<file path="config.mk">
export PLATFORM = sky130hd
export DESIGN_NAME = counter_sched_flat
export DESIGN_NICKNAME = d
export VERILOG_FILES = /design/src/rtl/counter_pkg.sv /design/src/rtl/counter_sched_if.sv /design/src/rtl/counter_sched_rr_arbiter.sv /design/src/rtl/counter_sched.sv /design/src/flat_wrapper.sv
export SDC_FILE = /design/constraint.sdc
export NUM_CORES = 1
export LEC_CHECK = 0
export ABC_CLOCK_PERIOD_IN_PS = 6100
export CORE_MARGIN = 2
export CORE_UTILIZATION = 49
export DETAILED_ROUTE_END_ITERATION = 7
export HOLD_SLACK_MARGIN = 0.1
export PLACE_DENSITY = 0.94
export SYNTH_ARGS = -nofsm -noshare
export SYNTH_HDL_FRONTEND = slang
export SYNTH_SLANG_ARGS = --single-unit
</file>
<file path="constraint.sdc">
create_clock -name clk -period 6.1 [get_ports clk]
set_input_delay 1.22 -clock clk [delete_from_list [all_inputs] [get_ports clk]]
set_output_delay 1.22 -clock clk [all_outputs]
set_load 0.005 [all_outputs]
</file>
<file path="src/rtl/counter_pkg.sv">
// Shared types and constants for the counter scheduler.
package counter_pkg;

    localparam int unsigned CNT_W = 5;

    typedef enum logic [1:0] {
        IDLE = 2'd0,
        RUN  = 2'd1,
        LOAD = 2'd2,
        HOLD = 2'd3
    } sched_state_t;

    // Index width for n items, never narrower than one bit.
    function automatic int unsigned idx_w(input int unsigned n);
        return (n > 1) ? $clog2(n) : 1;
    endfunction

endpackage

</file>
<file path="src/rtl/counter_sched_if.sv">
// Requester and counter-pin bundle between the scheduler (slave) and its environment (master).
interface counter_sched_if import counter_pkg::*; #(
    parameter int unsigned N_REQ = 4,
    parameter int unsigned W     = CNT_W
);
    localparam int unsigned IW = idx_w(N_REQ);

    logic               run;
    logic [N_REQ-1:0]   req;
    logic [N_REQ*W-1:0] req_data;
    logic [N_REQ-1:0]   ack;
    logic [W-1:0]       cnt_count;
    logic               cnt_enable;
    logic               cnt_load;
    logic [W-1:0]       cnt_data;
    logic [IW-1:0]      grant_id;
    logic               busy;
    logic               wrap;

    modport master (
        output run, req, req_data, cnt_count,
        input  ack, cnt_enable, cnt_load, cnt_data, grant_id, busy, wrap
    );

    modport slave (
        input  run, req, req_data, cnt_count,
        output ack, cnt_enable, cnt_load, cnt_data, grant_id, busy, wrap
    );

endinterface

</file>
<file path="src/rtl/counter_sched_rr_arbiter.sv">
// Combinational request arbiter: round-robin from ptr, or lowest-index-wins when
// CNT_SCHED_FIXED_PRIO_EN is defined.
module rr_arbiter import counter_pkg::*; #(
    parameter int unsigned N_REQ = 4,
    parameter int unsigned IW    = idx_w(N_REQ)
) (
    input  logic [N_REQ-1:0] req,
    input  logic [IW-1:0]    ptr,
    output logic [N_REQ-1:0] grant_c,
    output logic [IW-1:0]    idx_c,
    output logic             valid_c
);

`ifdef CNT_SCHED_FIXED_PRIO_EN
    logic unused_ptr;
    assign unused_ptr = ^ptr;
`endif

    // First requester found walking upward from the search start wins.
    always_comb begin
        int          j;
        logic [IW-1:0] j_idx;
        grant_c = '0;
        idx_c   = '0;
        valid_c = 1'b0;
        j       = 0;
        j_idx   = '0;
        for (int k = 0; k < int'(N_REQ); k++) begin
`ifdef CNT_SCHED_FIXED_PRIO_EN
            j = k;
`else
            j = (k + int'(ptr)) % int'(N_REQ);
`endif
            j_idx = IW'(j);
            if (!valid_c && req[j_idx]) begin
                valid_c        = 1'b1;
                grant_c[j_idx] = 1'b1;
                idx_c          = j_idx;
            end
        end
    end

endmodule

</file>
<file path="src/rtl/counter_sched.sv">
// Sequences enable/load of a loadable counter and shares its load port among requesters.
// Arbitration policy selected inside rr_arbiter by CNT_SCHED_FIXED_PRIO_EN.
module counter_sched import counter_pkg::*; #(
    parameter int unsigned N_REQ       = 4,
    parameter int unsigned W           = CNT_W,
    parameter int unsigned HOLD_CYCLES = 2
) (
    input  logic           clk,
    input  logic           rst,
    counter_sched_if.slave bus
);

    localparam int unsigned IW = idx_w(N_REQ);
    localparam int unsigned HW = idx_w(HOLD_CYCLES);
    localparam logic [HW-1:0] HOLD_INIT = (HOLD_CYCLES > 0) ? HW'(HOLD_CYCLES - 1) : '0;

    sched_state_t     state, state_next;
    logic [IW-1:0]    ptr, ptr_d;
    logic [HW-1:0]    hold_cnt, hold_d;
    logic [N_REQ-1:0] arb_grant;
    logic [IW-1:0]    arb_idx;
    logic             arb_valid;
    logic [W-1:0]     sel_data;

    logic             enable_d, load_d, busy_d, wrap_d;
    logic [N_REQ-1:0] ack_d;
    logic [W-1:0]     data_d;
    logic [IW-1:0]    gid_d;

    rr_arbiter #(.N_REQ(N_REQ), .IW(IW)) u_arb (
        .req     (bus.req),
        .ptr     (ptr),
        .grant_c (arb_grant),
        .idx_c   (arb_idx),
        .valid_c (arb_valid)
    );

    always_comb begin
        sel_data = '0;
        for (int i = 0; i < int'(N_REQ); i++) begin
            if (arb_grant[i]) sel_data = bus.req_data[i*W +: W];
        end
    end

    always_ff @(posedge clk or posedge rst) begin
        if (rst) state <= IDLE;
        else     state <= state_next;
    end

    // A request pending as HOLD expires goes straight to LOAD, so back-to-back grants are 1+HOLD_CYCLES apart.
    always_comb begin
        state_next = state;
        unique case (state)
            IDLE: begin
                if (arb_valid)    state_next = LOAD;
                else if (bus.run) state_next = RUN;
            end
            RUN: begin
                if (arb_valid)     state_next = LOAD;
                else if (!bus.run) state_next = IDLE;
            end
            LOAD: begin
                if (HOLD_CYCLES > 0) state_next = HOLD;
                else                 state_next = bus.run ? RUN : IDLE;
            end
            HOLD: begin
                if (hold_cnt == '0) begin
                    if (arb_valid) state_next = LOAD;
                    else           state_next = bus.run ? RUN : IDLE;
                end
            end
            default: state_next = IDLE;
        endcase
    end

    // Next values of the registered outputs, keyed off the state being entered.
    always_comb begin
        enable_d = (state_next == RUN);
        load_d   = (state_next == LOAD);
        busy_d   = (state_next == LOAD) || (state_next == HOLD);
        ack_d    = load_d ? arb_grant : '0;
        wrap_d   = bus.cnt_enable && (bus.cnt_count == '1) && (state_next != LOAD);
        data_d   = bus.cnt_data;
        gid_d    = bus.grant_id;
        ptr_d    = ptr;
        hold_d   = hold_cnt;
        if (load_d) begin
            data_d = sel_data;
            gid_d  = arb_idx;
            ptr_d  = (arb_idx == IW'(N_REQ - 1)) ? '0 : arb_idx + IW'(1);
            hold_d = HOLD_INIT;
        end else if (state == HOLD && hold_cnt != '0) begin
            hold_d = hold_cnt - HW'(1);
        end
    end

    always_ff @(posedge clk or posedge rst) begin
        if (rst) begin
            bus.cnt_enable <= 1'b0;
            bus.cnt_load   <= 1'b0;
            bus.cnt_data   <= '0;
            bus.ack        <= '0;
            bus.grant_id   <= '0;
            bus.busy       <= 1'b0;
            bus.wrap       <= 1'b0;
            ptr            <= '0;
            hold_cnt       <= '0;
        end else begin
            bus.cnt_enable <= enable_d;
            bus.cnt_load   <= load_d;
            bus.cnt_data   <= data_d;
            bus.ack        <= ack_d;
            bus.grant_id   <= gid_d;
            bus.busy       <= busy_d;
            bus.wrap       <= wrap_d;
            ptr            <= ptr_d;
            hold_cnt       <= hold_d;
        end
    end

endmodule
</file>
<file path="src/flat_wrapper.sv">
// flat-port wrapper written by rule: the top's interface ports become plain ports
module counter_sched_flat import counter_pkg::*;
#(
    parameter int unsigned N_REQ       = 4,
    parameter int unsigned W           = CNT_W,
    parameter int unsigned HOLD_CYCLES = 2
)
  (clk, rst, bus_run, bus_req, bus_req_data, bus_cnt_count, bus_ack, bus_cnt_enable, bus_cnt_load, bus_cnt_data, bus_grant_id, bus_busy, bus_wrap);
  counter_sched_if #(.N_REQ(N_REQ), .W(W)) bus_i ();
  input  logic clk;
  input  logic rst;
  input wire logic [$bits(bus_i.run)-1:0] bus_run;
  input wire logic [$bits(bus_i.req)-1:0] bus_req;
  input wire logic [$bits(bus_i.req_data)-1:0] bus_req_data;
  input wire logic [$bits(bus_i.cnt_count)-1:0] bus_cnt_count;
  output wire logic [$bits(bus_i.ack)-1:0] bus_ack;
  output wire logic [$bits(bus_i.cnt_enable)-1:0] bus_cnt_enable;
  output wire logic [$bits(bus_i.cnt_load)-1:0] bus_cnt_load;
  output wire logic [$bits(bus_i.cnt_data)-1:0] bus_cnt_data;
  output wire logic [$bits(bus_i.grant_id)-1:0] bus_grant_id;
  output wire logic [$bits(bus_i.busy)-1:0] bus_busy;
  output wire logic [$bits(bus_i.wrap)-1:0] bus_wrap;
  assign bus_i.run = bus_run;
  assign bus_i.req = bus_req;
  assign bus_i.req_data = bus_req_data;
  assign bus_i.cnt_count = bus_cnt_count;
  assign bus_ack = bus_i.ack;
  assign bus_cnt_enable = bus_i.cnt_enable;
  assign bus_cnt_load = bus_i.cnt_load;
  assign bus_cnt_data = bus_i.cnt_data;
  assign bus_grant_id = bus_i.grant_id;
  assign bus_busy = bus_i.busy;
  assign bus_wrap = bus_i.wrap;
  counter_sched #(.N_REQ(N_REQ), .W(W), .HOLD_CYCLES(HOLD_CYCLES)) u_core (.clk(clk), .rst(rst), .bus(bus_i));
endmodule
</file>
== Word-level counts from Yosys, hierarchy flattened ==
Cells that the tools add are included.

* Multiplexer cells: 44
* Reductions and logical operators: 16
* Magnitude comparators: 8
* Bitwise logic cells: 3
* Eq/ne operators: 9
* $add $sub $neg: 5

{| class="wikitable"
|+ Operators with widths
! kind !! count
|-
| $mux 2 || 11
|-
| $mux 4 || 5
|-
| $mux 5 || 4
|-
| $mux 1 || 15
|-
| $lt 2x3->1 const B || 4
|-
| $or 4x4->4 || 3
|-
| $eq 2x2->1 const B || 5
|-
| $logic_and 1x1->1 || 10
|-
| $bmux 1 s2 || 4
|-
| $demux 1 s2 || 4
|-
| $ge 2x1->1 const B || 4
|-
| $pmux 2 s4 || 1
|-
| $eq 5x5->1 const B || 1
|-
| $add 2x2->2 const A || 2
|-
| $eq 2x1->1 const B || 2
|-
| $logic_not 1->1 || 3
|-
| $add 1x2->2 const A || 1
|-
| $add 2x1->2 const B || 1
|-
| $logic_not 2->1 || 1
|-
| $ne 2x2->1 const B || 1
|-
| $reduce_bool 2->1 || 1
|-
| $logic_or 1x1->1 || 1
|-
| $sub 1x1->1 const B || 1
|}

* Flip-flop bits (word level): 20

== Depth between registers and ports, before layout ==
Gate-level depths: netlist of run 1.

* Word-level depth: 17
* Depth in mapped cells: 11
* Gate-level depth less buffers: 8

== Modules after synthesis ==
Synthesis of run 1 repeated with hierarchy kept, for this count alone.

* Cell total of the unflattened synthesis: 126
* Area, all modules: 1368.8 um^2

{| class="wikitable"
|+ By module, submodules not included
! module !! area each (um^2) !! cells an instance !! times used
|-
| counter_sched || 949.7 || 81 || 1
|-
| rr_arbiter || 419.2 || 45 || 1
|}

== Worst setup path after synthesis of run 1 ==
Ideal clock, no wire load.

* Kind: input-to-reg
* Start point: input bus_req[0]
* End point: register u_core.bus.cnt_data[0]
* Data arrival time: 3165 ps
* Path buffers: 1
* Stages on the path: 7
* Library setup time: 104 ps
* Setup slack: 2831 ps
* Data required time: 5996 ps
* Cells stage by stage: buf_6 -> or3b_1 -> a2111o_1 -> a21bo_1 -> a222oi_1 -> a22oi_1 -> a221oi_1

* Longest elaborated chain between the ends: 16
* Elaborated cells between the ends (all ways): 35
* Classes of those cells: eq/ne (1); mux (25); bitwise (3); reduce/logical (6)

{| class="wikitable"
|+ Ends and longest elaborated chain
! item !! line !! text
|-
| from (decl) || flat_wrapper.sv:13 || <nowiki>input wire logic [$bits(bus_i.req)-1:0] bus_req;</nowiki>
|-
| $bmux 1 s2 || counter_sched_rr_arbiter.sv:35 || <nowiki>if (!valid_c && req[j_idx]) begin</nowiki>
|-
| $mux 1 (not written as such) || counter_sched_rr_arbiter.sv:35 ||
|-
| $mux 1 || counter_sched_rr_arbiter.sv:35 ||
|-
| $logic_not 1->1 || counter_sched_rr_arbiter.sv:35 ||
|-
| $logic_and 1x1->1 || counter_sched_rr_arbiter.sv:35 ||
|-
| $mux 1 || counter_sched_rr_arbiter.sv:35 ||
|-
| $logic_not 1->1 || counter_sched_rr_arbiter.sv:35 ||
|-
| $logic_and 1x1->1 || counter_sched_rr_arbiter.sv:35 ||
|-
| $mux 1 || counter_sched_rr_arbiter.sv:35 ||
|-
| $logic_not 1->1 || counter_sched_rr_arbiter.sv:35 ||
|-
| $logic_and 1x1->1 || counter_sched_rr_arbiter.sv:35 ||
|-
| $mux 1 or $mux 4 (tied branches) || counter_sched_rr_arbiter.sv:35 ||
|-
| $mux 2 or $mux 5 (tied branches) || counter_sched.sv:68, counter_sched.sv:41 ||
|-
| $mux 2 or $mux 5 (tied branches) || counter_sched.sv:67, counter_sched.sv:41 ||
|-
| $pmux 2 s4 or $mux 5 (tied branches) || counter_sched.sv:53, counter_sched.sv:41 ||
|-
| $eq 2x2->1 or $mux 5 (tied branches) || counter_sched.sv:79, counter_sched.sv:41 ||
|-
| to (signal assigned) || counter_sched.sv:111 || <nowiki>bus.cnt_data <= data_d;</nowiki>
|-
| to (decl) || counter_sched_if.sv:27 || <nowiki>output ack, cnt_enable, cnt_load, cnt_data, grant_id, busy, wrap</nowiki>
|}

Parallel ways exist; a longest one is shown, timed or not. The select of a mux whose other input is x is not followed.
A chain may end at the register's enable or synchronous reset.

==> flow_metrics.tcl, run 1 <==
set metrics [dict create \
    cts_buffers 3 \
    die_x_um 57.7 \
    multi_input_area_um2 830 \
    pwr-share-comb_pct 66.0 \
    drt-initial-drc-count 57 \
    synth-edff-count 0 \
    route.met2.wl_um 1640 \
    place_ws_ns 1.99 \
    grt_antenna_before_repair 0 \
    max_freq_mhz 257 \
    most-common-layout-cells "46 x clkdlybuf4s50_1, 19 x dfrtp_1, 13 x inv_1" \
    status "finished clean" \
    fin_crit_ns 3.89 \
    cts_max_path_buffers 2 \
    clkSinkCount 19 \
    drv_cap 0 \
    setup_viol 0 \
    core-area_um2 2760 \
    drive_above_1_share_pct 5.76 \
    finalHoldViolCount 0 \
    dr.pass1.iters 5 \
    start_util_pct 51.3 \
    critPathLaunchType "flip-flop" \
    cp_data_required_time_ns 6.30 \
    timing.hold.ws_ns 0.483 \
    die_y_um 57.7 \
    io_buffers 46 \
    worst_slew_pin_slew_ns 0.795 \
    cts_tree "built" \
    grt_max_degree 22 \
    critical_path_buf_inv_count 1 \
    wl_met3_um 414 \
    synthCells 150 \
    ios 47 \
    synth_nets 189 \
    worstPathArrival_ns 4.09 \
    post_cts_buffers 0 \
    avgViaCountPerCell 6.10 \
    finalWorstSetupSlack_ns 2.21 \
    fillCellCount 201 \
    top_layer "met4" \
    synth_ff_type "dfrtp_1" \
    rsz0062_at_grt "no" \
    cts_hold_buf 0 \
    switching_share_pct 44.0 \
    post-route-util_pct 68.3 \
    post-dp-hpwl_um 2730 \
    synthToLayoutAreaGrowth_pct 33.1 \
    hp-class "flip-flop to flip-flop" \
    yosysSeqAreaShare_pct 33.6 \
    syn_avg_cell_area_um2 9.43 \
    crit_family "compound AO/OA/AOI/OAI gates" \
    htreeDepth 1 \
    worstSkewPairLatency_ns 0.30 \
    dp.cells 218 \
    wl_per_cell_um 15.8 \
    tns_ns 0 \
    die_area_um2 3330 \
    ant_nets 0 \
    layout_commonest_cell "clkdlybuf4s50_1" \
    synthArstFlopShare_pct 100 \
    fin_skew_ns 0.00743 \
    fin_nets 231 \
    m1WireLength_um 1420 \
    power_mw 0.896 \
    first_global_vias 1311 \
    crit_type "flip-flop to flip-flop" \
    cpPeakStageDelay_ns 0.85 \
    slew_headroom_pct 46.5 \
    power_leakage_nw 0.804 \
    p_switching_mw 0.394 \
    gp_routability_congestion 0.838 \
    end_kind "flip-flop" \
    ys_types 47 \
    rows 19 \
    root_buffer "clkbuf_4" \
    final_max_slew_viol_count 0 \
    syn_area_um2 1420 \
    ir_drop_v 0.000302 \
    power.density_nw_per_um2 476 \
    diodes 0 \
    regArea_um2 475 \
    vias 1355 \
    stdcell_count 222 \
    cpMaxStageDelayCell "dfrtp_1" \
    dpl_cell_area_um2 1850 \
    design_area_um2 1880 \
    timing.final.crit_share_pct 63.7 \
    finalWirelength_um 3520 \
    yosys_register_bits 19 \
    clk_pin_slew_ns 0.11 \
    grt_use_total_pct 22.6 \
    power.share.sequential_pct 26.8 \
    ctsResizeCount 0 \
    internal_power_mw 0.501 \
    drcViolationCount 0 \
    path_cells "inv_1 > ha_1 > mux4_2 > nand3b_1 > a22o_1 > a222oi_1 > a22oi_1 > a221oi_1" \
    grt_overflow_total 0 \
    pwr-share-clk_pct 7.2 \
    grt_first_pass_wirelength_um 5890 \
    synth_warnings 0 \
    crit_path_max_fanout 21 \
]
[power groups by stage]
stage	logic (mW)	registers [mW]	clock network, mW
after global routing	0.658	0.248	0.0688
after CTS	0.591	0.238	0.0636
after floorplan	0.439	0.217	0
final	0.591	0.240	0.0642
after detailed placement	0.588	0.241	0
after global placement	0.558	0.236	0
[synthesized netlist by cell type (all sizes together), types with 4 or more instances]
cell type / instances / area, um^2
clkbuf: 4 / 15.0
nor2: 9 / 33.8
buf: 5 / 46.3
ha: 7 / 87.6
inv: 13 / 48.8
o21ai: 5 / 25.0
a21oi: 6 / 30.0
o22ai: 5 / 31.3
dfrtp: 19 / 475
nand2b: 8 / 50.1
a22oi: 7 / 57.6
nand2: 11 / 41.3
a221oi: 5 / 43.8
nor3: 4 / 20.0
[area by class of cell]
cell class / count / area share [%]
multi-input cells: 109 / 44.1
flip-flops and latches: 19 / 25.2
repair buffers: 46 / 24.5
inverters: 13 / 2.59
well taps: 31 / 2.06
clock buffers: 3 / 1.20
clock inverters: 1 / 0.399
[layer usage]
layer / up-vias / global-route usage, %
met5: - / 0
met3: 4 / 3.79
met1: 625 / 28.8
met4: 0 / 6.98
li1: 642 / -
met2: 84 / 39.3
[logic make-up after synthesis]
family | share of synthesized area (%)
adders and majority gates | 6.19
muxes | 9.81
DFF | 33.6
buffers and inverters | 7.78
and+or+nand+nor | 18.4
xor gates and xnor gates | 0.619
AOI/OAI and AO/OA | 23.6
[worst paths after layout]
check	start	to	slack, ns	depth (start not counted)
hold reg to reg	u_core.hold_cnt$_DFFE_PP0P_	u_core.hold_cnt$_DFFE_PP0P_	0.48	1
setup / recovery	flip-flop	u_core.bus.cnt_data[4]$_DFFE_PP0N_	2.21	8
max in group asynchronous	rst	u_core.bus.ack[0]$_DFF_PP0_	4.34	2
hold / removal	u_core.hold_cnt$_DFFE_PP0P_	u_core.hold_cnt$_DFFE_PP0P_	0.48	1
setup reg to reg	flip-flop	u_core.bus.cnt_data[4]$_DFFE_PP0N_	2.21	8
min in group asynchronous	rst	u_core.bus.grant_id[0]$_DFFE_PP0N_	1.32	2
[state kept, by name, indices dropped and copies added (netlist names), named ones only]
signal / flops
u_core.bus.ack: 4
u_core.bus.grant_id: 2
u_core.ptr: 1
u_core.state: 2
u_core.bus.cnt_enable: 1
u_core.bus.cnt_data: 5
u_core.hold_cnt: 1
u_core.bus.wrap: 1
u_core.bus.cnt_load: 1
No activity file was read; power rests on OpenSTA's default activity.
==> inputs of run 2 (changes only) <==
--- a/config.mk
+++ b/config.mk
@@ -5,12 +5,12 @@
 export SDC_FILE = /design/constraint.sdc
 export NUM_CORES = 1
 export LEC_CHECK = 0
-export ABC_CLOCK_PERIOD_IN_PS = 6100
+export ABC_CLOCK_PERIOD_IN_PS = 3200
 export CORE_MARGIN = 2
-export CORE_UTILIZATION = 49
+export CORE_UTILIZATION = 41
 export DETAILED_ROUTE_END_ITERATION = 7
 export HOLD_SLACK_MARGIN = 0.1
-export PLACE_DENSITY = 0.94
+export PLACE_DENSITY = 0.85
 export SYNTH_ARGS = -nofsm -noshare
 export SYNTH_HDL_FRONTEND = slang
 export SYNTH_SLANG_ARGS = --single-unit
==> constraint.sdc (replaced) <==
create_clock -name clk -period 3.2 [get_ports clk]
set_input_delay 0.64 -clock clk [delete_from_list [all_inputs] [get_ports clk]]
set_output_delay 0.64 -clock clk [all_outputs]
set_load 0.005 [all_outputs]
==> flow_metrics.tcl, run 2 (synthesized netlist as in run 1, its figures left out) <==
set metrics [dict create \
    drv_cap 0 \
    slew_headroom_pct 54.9 \
    die_area_um2 3940 \
    finalHoldViolCount 0 \
    clk_pin_slew_ns 0.10 \
    timing.final.crit_share_pct 92.3 \
    final_max_slew_viol_count 0 \
    ir_drop_v 0.000486 \
    rows 21 \
    dr.pass1.iters 4 \
    fin_skew_ns 0.00364 \
    avgViaCountPerCell 5.64 \
    post-dp-hpwl_um 2740 \
    grt_use_total_pct 17.9 \
    gp_routability_congestion 0.837 \
    power_mw 1.79 \
    synthToLayoutAreaGrowth_pct 41.0 \
    cp_data_required_time_ns 3.40 \
    max_freq_mhz 338 \
    setup_viol 0 \
    top_regs "u_core.bus.cnt_data x5, u_core.bus.ack x4" \
    post-route-util_pct 59.8 \
    fin_nets 244 \
    grt_overflow_total 0 \
    drcViolationCount 0 \
    vias 1411 \
    tns_ns 0 \
    start_util_pct 42.4 \
    critPathLaunchType "flip-flop" \
    critical_path_buf_inv_count 2 \
    io_buffers 46 \
    root_buffer "clkbuf_4" \
    grt_first_pass_wirelength_um 5730 \
    largest-register "u_core.bus.cnt_data" \
    dpl_cell_area_um2 1970 \
    first_global_vias 1312 \
    diodes 0 \
    fin_crit_ns 2.95 \
    post_cts_buffers 0 \
    hp-class "flip-flop to flip-flop" \
    multi_input_area_um2 830 \
    drt-initial-drc-count 65 \
    fillCellCount 295 \
    rsz0062_at_grt "no" \
    grt_max_degree 21 \
    ctsResizeCount 0 \
    design_area_um2 2000 \
    cpMaxStageDelayCell "mux4_2" \
    ant_nets 0 \
    status "finished clean" \
    layout_commonest_cell "clkdlybuf4s50_1" \
    htreeDepth 1 \
    cts_tree "built" \
    grt_antenna_before_repair 0 \
    crit_path_max_fanout 9 \
    worstSkewPairLatency_ns 0.30 \
    most-common-layout-cells "46 x clkdlybuf4s50_1, 19 x dfrtp_1, 13 x inv_1, 13 x buf_4, 11 x nand2_1" \
    power.density_nw_per_um2 896 \
    die_y_um 62.8 \
    cts_hold_buf 0 \
    dp.cells 246 \
    die_x_um 62.8 \
    clkSinkCount 19 \
    finalWirelength_um 3480 \
    wl_per_cell_um 13.9 \
    path_cells "inv_1 > ha_1 > mux4_2 > nand3b_1 > a22o_1 > a222oi_1 > buf_4 > a22oi_1 > a221oi_1" \
    largest_reg_flops 5 \
    power_leakage_nw 0.869 \
    core-area_um2 3340 \
    ios 47 \
    cts_buffers 3 \
    stdcell_count 250 \
    drive_above_1_share_pct 11.3 \
    worst_slew_pin_slew_ns 0.675 \
    cts_max_path_buffers 2 \
    end_kind "flip-flop" \
    crit_family "compound AO/OA/AOI/OAI gates" \
    regArea_um2 475 \
    worstPathArrival_ns 3.15 \
    cpPeakStageDelay_ns 0.65 \
    crit_type "flip-flop to flip-flop" \
]
run 2: cell count changes in the layout (fill, tap and decap cells not counted):
cell,previous run,this run
buf_4,0,13
clkbuf_1,0,1
clkinvlp_4,1,0
run 2: final cells by class:
cell class                 instances  area share (%)
inverter                          13            2.45
sequential                        19            23.8
clock buffer                       4            1.32
multi-input combinational        109            41.6
tap                               46            2.88
timing repair buffer              59            28.0
run 2: final timing paths:
| kind | depth (start not counted) | from | slack, ns | to |
|---|---|---|---|---|
| setup / recovery | 9 | flip-flop | 0.25 | u_core.bus.cnt_data[0]$_DFFE_PP0N_ |
| hold reg to reg | 1 | u_core.state[0]$_DFF_PP0_ | 0.48 | u_core.hold_cnt$_DFFE_PP0P_ |
| max in group asynchronous | 2 | rst | 2.04 | u_core.bus.grant_id[0]$_DFFE_PP0N_ |
| setup reg to reg | 9 | flip-flop | 0.25 | u_core.bus.cnt_data[0]$_DFFE_PP0N_ |
| hold / removal | 1 | u_core.state[0]$_DFF_PP0_ | 0.48 | u_core.hold_cnt$_DFFE_PP0P_ |
| min in group asynchronous | 2 | rst | 0.74 | u_core.bus.ack[2]$_DFF_PP0_ |
run 2: where the power goes:
group,switching (mW),leakage (nW),total [mW],internal (mW)
clock network,0.0715,0.0150,0.120,0.0486
registers,0.0473,0.227,0.394,0.347
logic,0.637,0.627,1.27,0.636
run 2: metrics by stage:
stage / setup slack [ns] / hold WS [ns]
3_3_place_gp: 0.0673 / 0.462
2_1_floorplan: 0.0265 / 0.440
4_1_cts: 0.250 / 0.486
6_report: 0.246 / 0.484
3_5_place_dp: -0.0240 / 0.470
5_1_grt: 0.0120 / 0.507
run 2: metal layers:
metal  up-vias  global-route usage [%]  routed length (um)
li1        670                       -                   -
met1       673                    23.6                1550
met2        57                    28.4                1650
met3        11                    1.80                 168
met4         0                    10.8                 112
met5         -                       0                   0
==> RTL change 1, RTL diff (config.mk and constraints of run 2) <==
`CNT_W`: 5 -> 7.
--- a/src/rtl/counter_pkg.sv
+++ b/src/rtl/counter_pkg.sv
@@ -1,7 +1,7 @@
 // Shared types and constants for the counter scheduler.
 package counter_pkg;
 
-    localparam int unsigned CNT_W = 5;
+    localparam int unsigned CNT_W = 7;
 
     typedef enum logic [1:0] {
         IDLE = 2'd0,
Ports: changed (resized bus_cnt_count, bus_cnt_data and bus_req_data); port bits go from 47 to 59. No check against the original RTL was run, so the function may have changed too.
==> RTL change 1 against run 2 <==
  * Worst setup slack improved by 0.024 ns
  * Cell area rose by 22%
  * Non-clock buffer count rose by 17
  * Die area rose by 19%
  * Sequential cell count rose by 3
  * Synthesized area rose by 20%
  * Register-to-register slack improved by 0.09 ns
  * Total power rose by 31%
  * Wire length rose by 30%
==> RTL change 1: results <==
export IMPL_use_met2=0.365
export IMPL_slowest_stage="mux4_1"
export IMPL_fillers=349
export IMPL_ys_seq_area_frac=0.324
export IMPL_placed_area_mm2=0.00237
export IMPL_regToRegSetupSlack_ns=0.34
export IMPL_sw_frac_of_total=0.413
export IMPL_dp_final_hpwl_um=3620
export IMPL_synth_xor_area_frac=0.0103
export IMPL_rr_worst_depth=8
export IMPL_whs_ns=0.461
export IMPL_drt_iter0_drc=70
export IMPL_clockPowerShare=0.110
export IMPL_met2_length_um=2380
export IMPL_cts_root_buf="clkbuf_8"
export IMPL_synth_top_cells_by_area="dfrtp_1 (32%), nor2_1 (6.2%), ha_1 (5.2%)"
export IMPL_max_vdd_ir_drop_mv=0.517
export IMPL_final_cells=293
export IMPL_ys_types=53
export IMPL_yosys_top_cells_count="nor2_1 (28), dfrtp_1 (22), a21oi_1 (13), inv_1 (10), nand2_1 (10)"
export IMPL_syn_nets=225
export IMPL_first_global_vias=1650
export IMPL_nMultiInputCombCells=131
export IMPL_p_leak_nw=1.02
export IMPL_seq_cell_count=22
export IMPL_crit_fanout=8
export IMPL_nonClkBufAreaFrac=0.293
export IMPL_pg_clk_w=0.000258
export IMPL_syn_instance_count=176
export IMPL_status="finished clean"
export IMPL_grtUsageMet1=0.238
export IMPL_seq_area_um2=551
RTL change 1: worst max-delay path by stage:
stage | startpoint | endpoint | slack [ns] | cells after the start
floorplan | register | u_core.bus.cnt_data[0]$_DFFE_PP0N_ | 0.11 | 12
global placement | bus_req[0] | u_core.bus.cnt_data[5]$_DFFE_PP0N_ | 0.02 | 10
detailed placement | bus_req[0] | u_core.bus.cnt_data[2]$_DFFE_PP0N_ | -0.01 | 10
CTS | bus_req[0] | u_core.bus.cnt_data[2]$_DFFE_PP0N_ | 0.27 | 10
global route | bus_req[0] | u_core.bus.cnt_data[6]$_DFFE_PP0N_ | 0.13 | 7
finish | bus_req[0] | u_core.bus.cnt_data[2]$_DFFE_PP0N_ | 0.27 | 7
RTL change 1: critical path: cells and delay by family:
kind,cells,cell delay [ns]
buffers and inverters,1,0.51
AOI/OAI and AO/OA,4,0.99
and+or+nand+nor,1,0.26
muxes,1,0.68
==> RTL change 2, RTL diff (flow settings as in run 2) <==
Without the edit above. Make the reset (`rst`) synchronous in 2 clocked blocks.
--- a/src/rtl/counter_sched.sv
+++ b/src/rtl/counter_sched.sv
@@ -42,7 +42,7 @@
         end
     end
 
-    always_ff @(posedge clk or posedge rst) begin
+    always_ff @(posedge clk) begin
         if (rst) state <= IDLE;
         else     state <= state_next;
     end
@@ -94,7 +94,7 @@
         end
     end
 
-    always_ff @(posedge clk or posedge rst) begin
+    always_ff @(posedge clk) begin
         if (rst) begin
             bus.cnt_enable <= 1'b0;
             bus.cnt_load   <= 1'b0;
Check against the original RTL: differs if rst is asserted again (counterexample within 4 cycles, from zero or initial values and one cycle with rst high); with rst held inactive, the same outputs for 10 cycles.
==> RTL change 2 against run 2 <==
  * Sequential power decreased by 12%
  * Worst setup slack got worse by 0.048 ns
  * Clock skew increased by 0.0058 ns
  * Sequential cell count rose by 1
  * Total power shrank 16%
  * Die area grew 0.16%
  * Synthesized area rose by 0.18%
  * Synthesized cell count increased by 19%
  * Cell area is 0.25% higher
  * Via count increased by 9.7%
  * Combinational power decreased by 20%
  * Wire length grew 11%
  * Critical endpoint is now u_core.bus.cnt_data[2]$_SDFFE_PP0N_
  * Highest routed layer unchanged
==> RTL change 2: results <==
export IMPL_hp_start="u_core.state[0]$_SDFF_PP0_"
export IMPL_placed_cells=272
export IMPL_netlist_area_mm2=0.00142
export IMPL_first_global_vias=1287
export IMPL_syn_area_per_cell_um2=7.92
export IMPL_multi_input_area_share=0.450
export IMPL_synth_top_cells_by_area="dfxtp_1 (28%), a21oi_1 (6.7%), ha_1 (6.2%)"
export IMPL_drt_total_wl_um=3880
export IMPL_regToRegSetupSlack_ns=0.20
export IMPL_yosys_top_cells_count="dfxtp_1 (20), a21oi_1 (19), nand2_1 (15), nor2_1 (12), o21ai_1 (12)"
export IMPL_clock_area_frac=0.0181
export IMPL_dp_final_hpwl_um=2940
export IMPL_hold_end="u_core.hold_cnt$_SDFFE_PP0P_"
export IMPL_fin_worst_skew_ns=0.00944
export IMPL_cp_arrival_ns=3.24
export IMPL_rr_endpoint="u_core.bus.cnt_data[2]$_SDFFE_PP0N_"
export IMPL_seq_cell_count=20
export IMPL_buffers=60
export IMPL_ys_types=40
export IMPL_p_leak_nw=0.771
export IMPL_placed_area_mm2=0.00196
export IMPL_ys_seq_area_frac=0.282
export IMPL_whs_ns=0.473
export IMPL_grt_max_degree=24
export IMPL_sw_frac_of_total=0.429
export IMPL_sh_seq_area=0.200
export IMPL_tightest_slew_ns=0.867
export IMPL_status="finished clean"
export IMPL_nonClkBufAreaFrac=0.283
export IMPL_inverters=11
export IMPL_synth_xor_area_frac=0.00618
export IMPL_finalWeightedCongestion=0.968
export IMPL_grtUsageMet1=0.260
export IMPL_vias=1548
export IMPL_via_per_inst=5.61
export IMPL_synth_adder_area_share=0.0618
export IMPL_seq_area_um2=400
export IMPL_grt_use_total=0.188
export IMPL_path_clk_slew_ns=0.12
export IMPL_syn_nets=218
export IMPL_synth_mux_area_frac=0.0688
[RTL change 2: per-layer routing]
layer | part of all wire | up-vias
met5 | 0 | -
met4 | 0.0070 | 0
met3 | 0.068 | 2
met2 | 0.48 | 74
met1 | 0.44 | 718
li1 | - | 754
[RTL change 2: power groups by stage]
stage	Sequential [W]	Combinational, W	Clock (W)
final	0.000348	0.00101	0.000147
after global routing	0.000354	0.00110	0.000159
after CTS	0.000347	0.00100	0.000149
after detailed placement	0.000353	0.000992	0
after global placement	0.000350	0.000974	0
after floorplan	0.000368	0.000680	0
[RTL change 2: worst max-delay path, cell delays in order, from the launching register on]
cell and delay (ns):
dfxtp_1 0.36, inv_1 0.12, ha_1 0.50, mux4_2 0.60, nor2b_2 0.17, a221o_1 0.17, a32o_1 0.46, a21oi_1 0.13
or3_1 0.33, o21ai_1 0.10
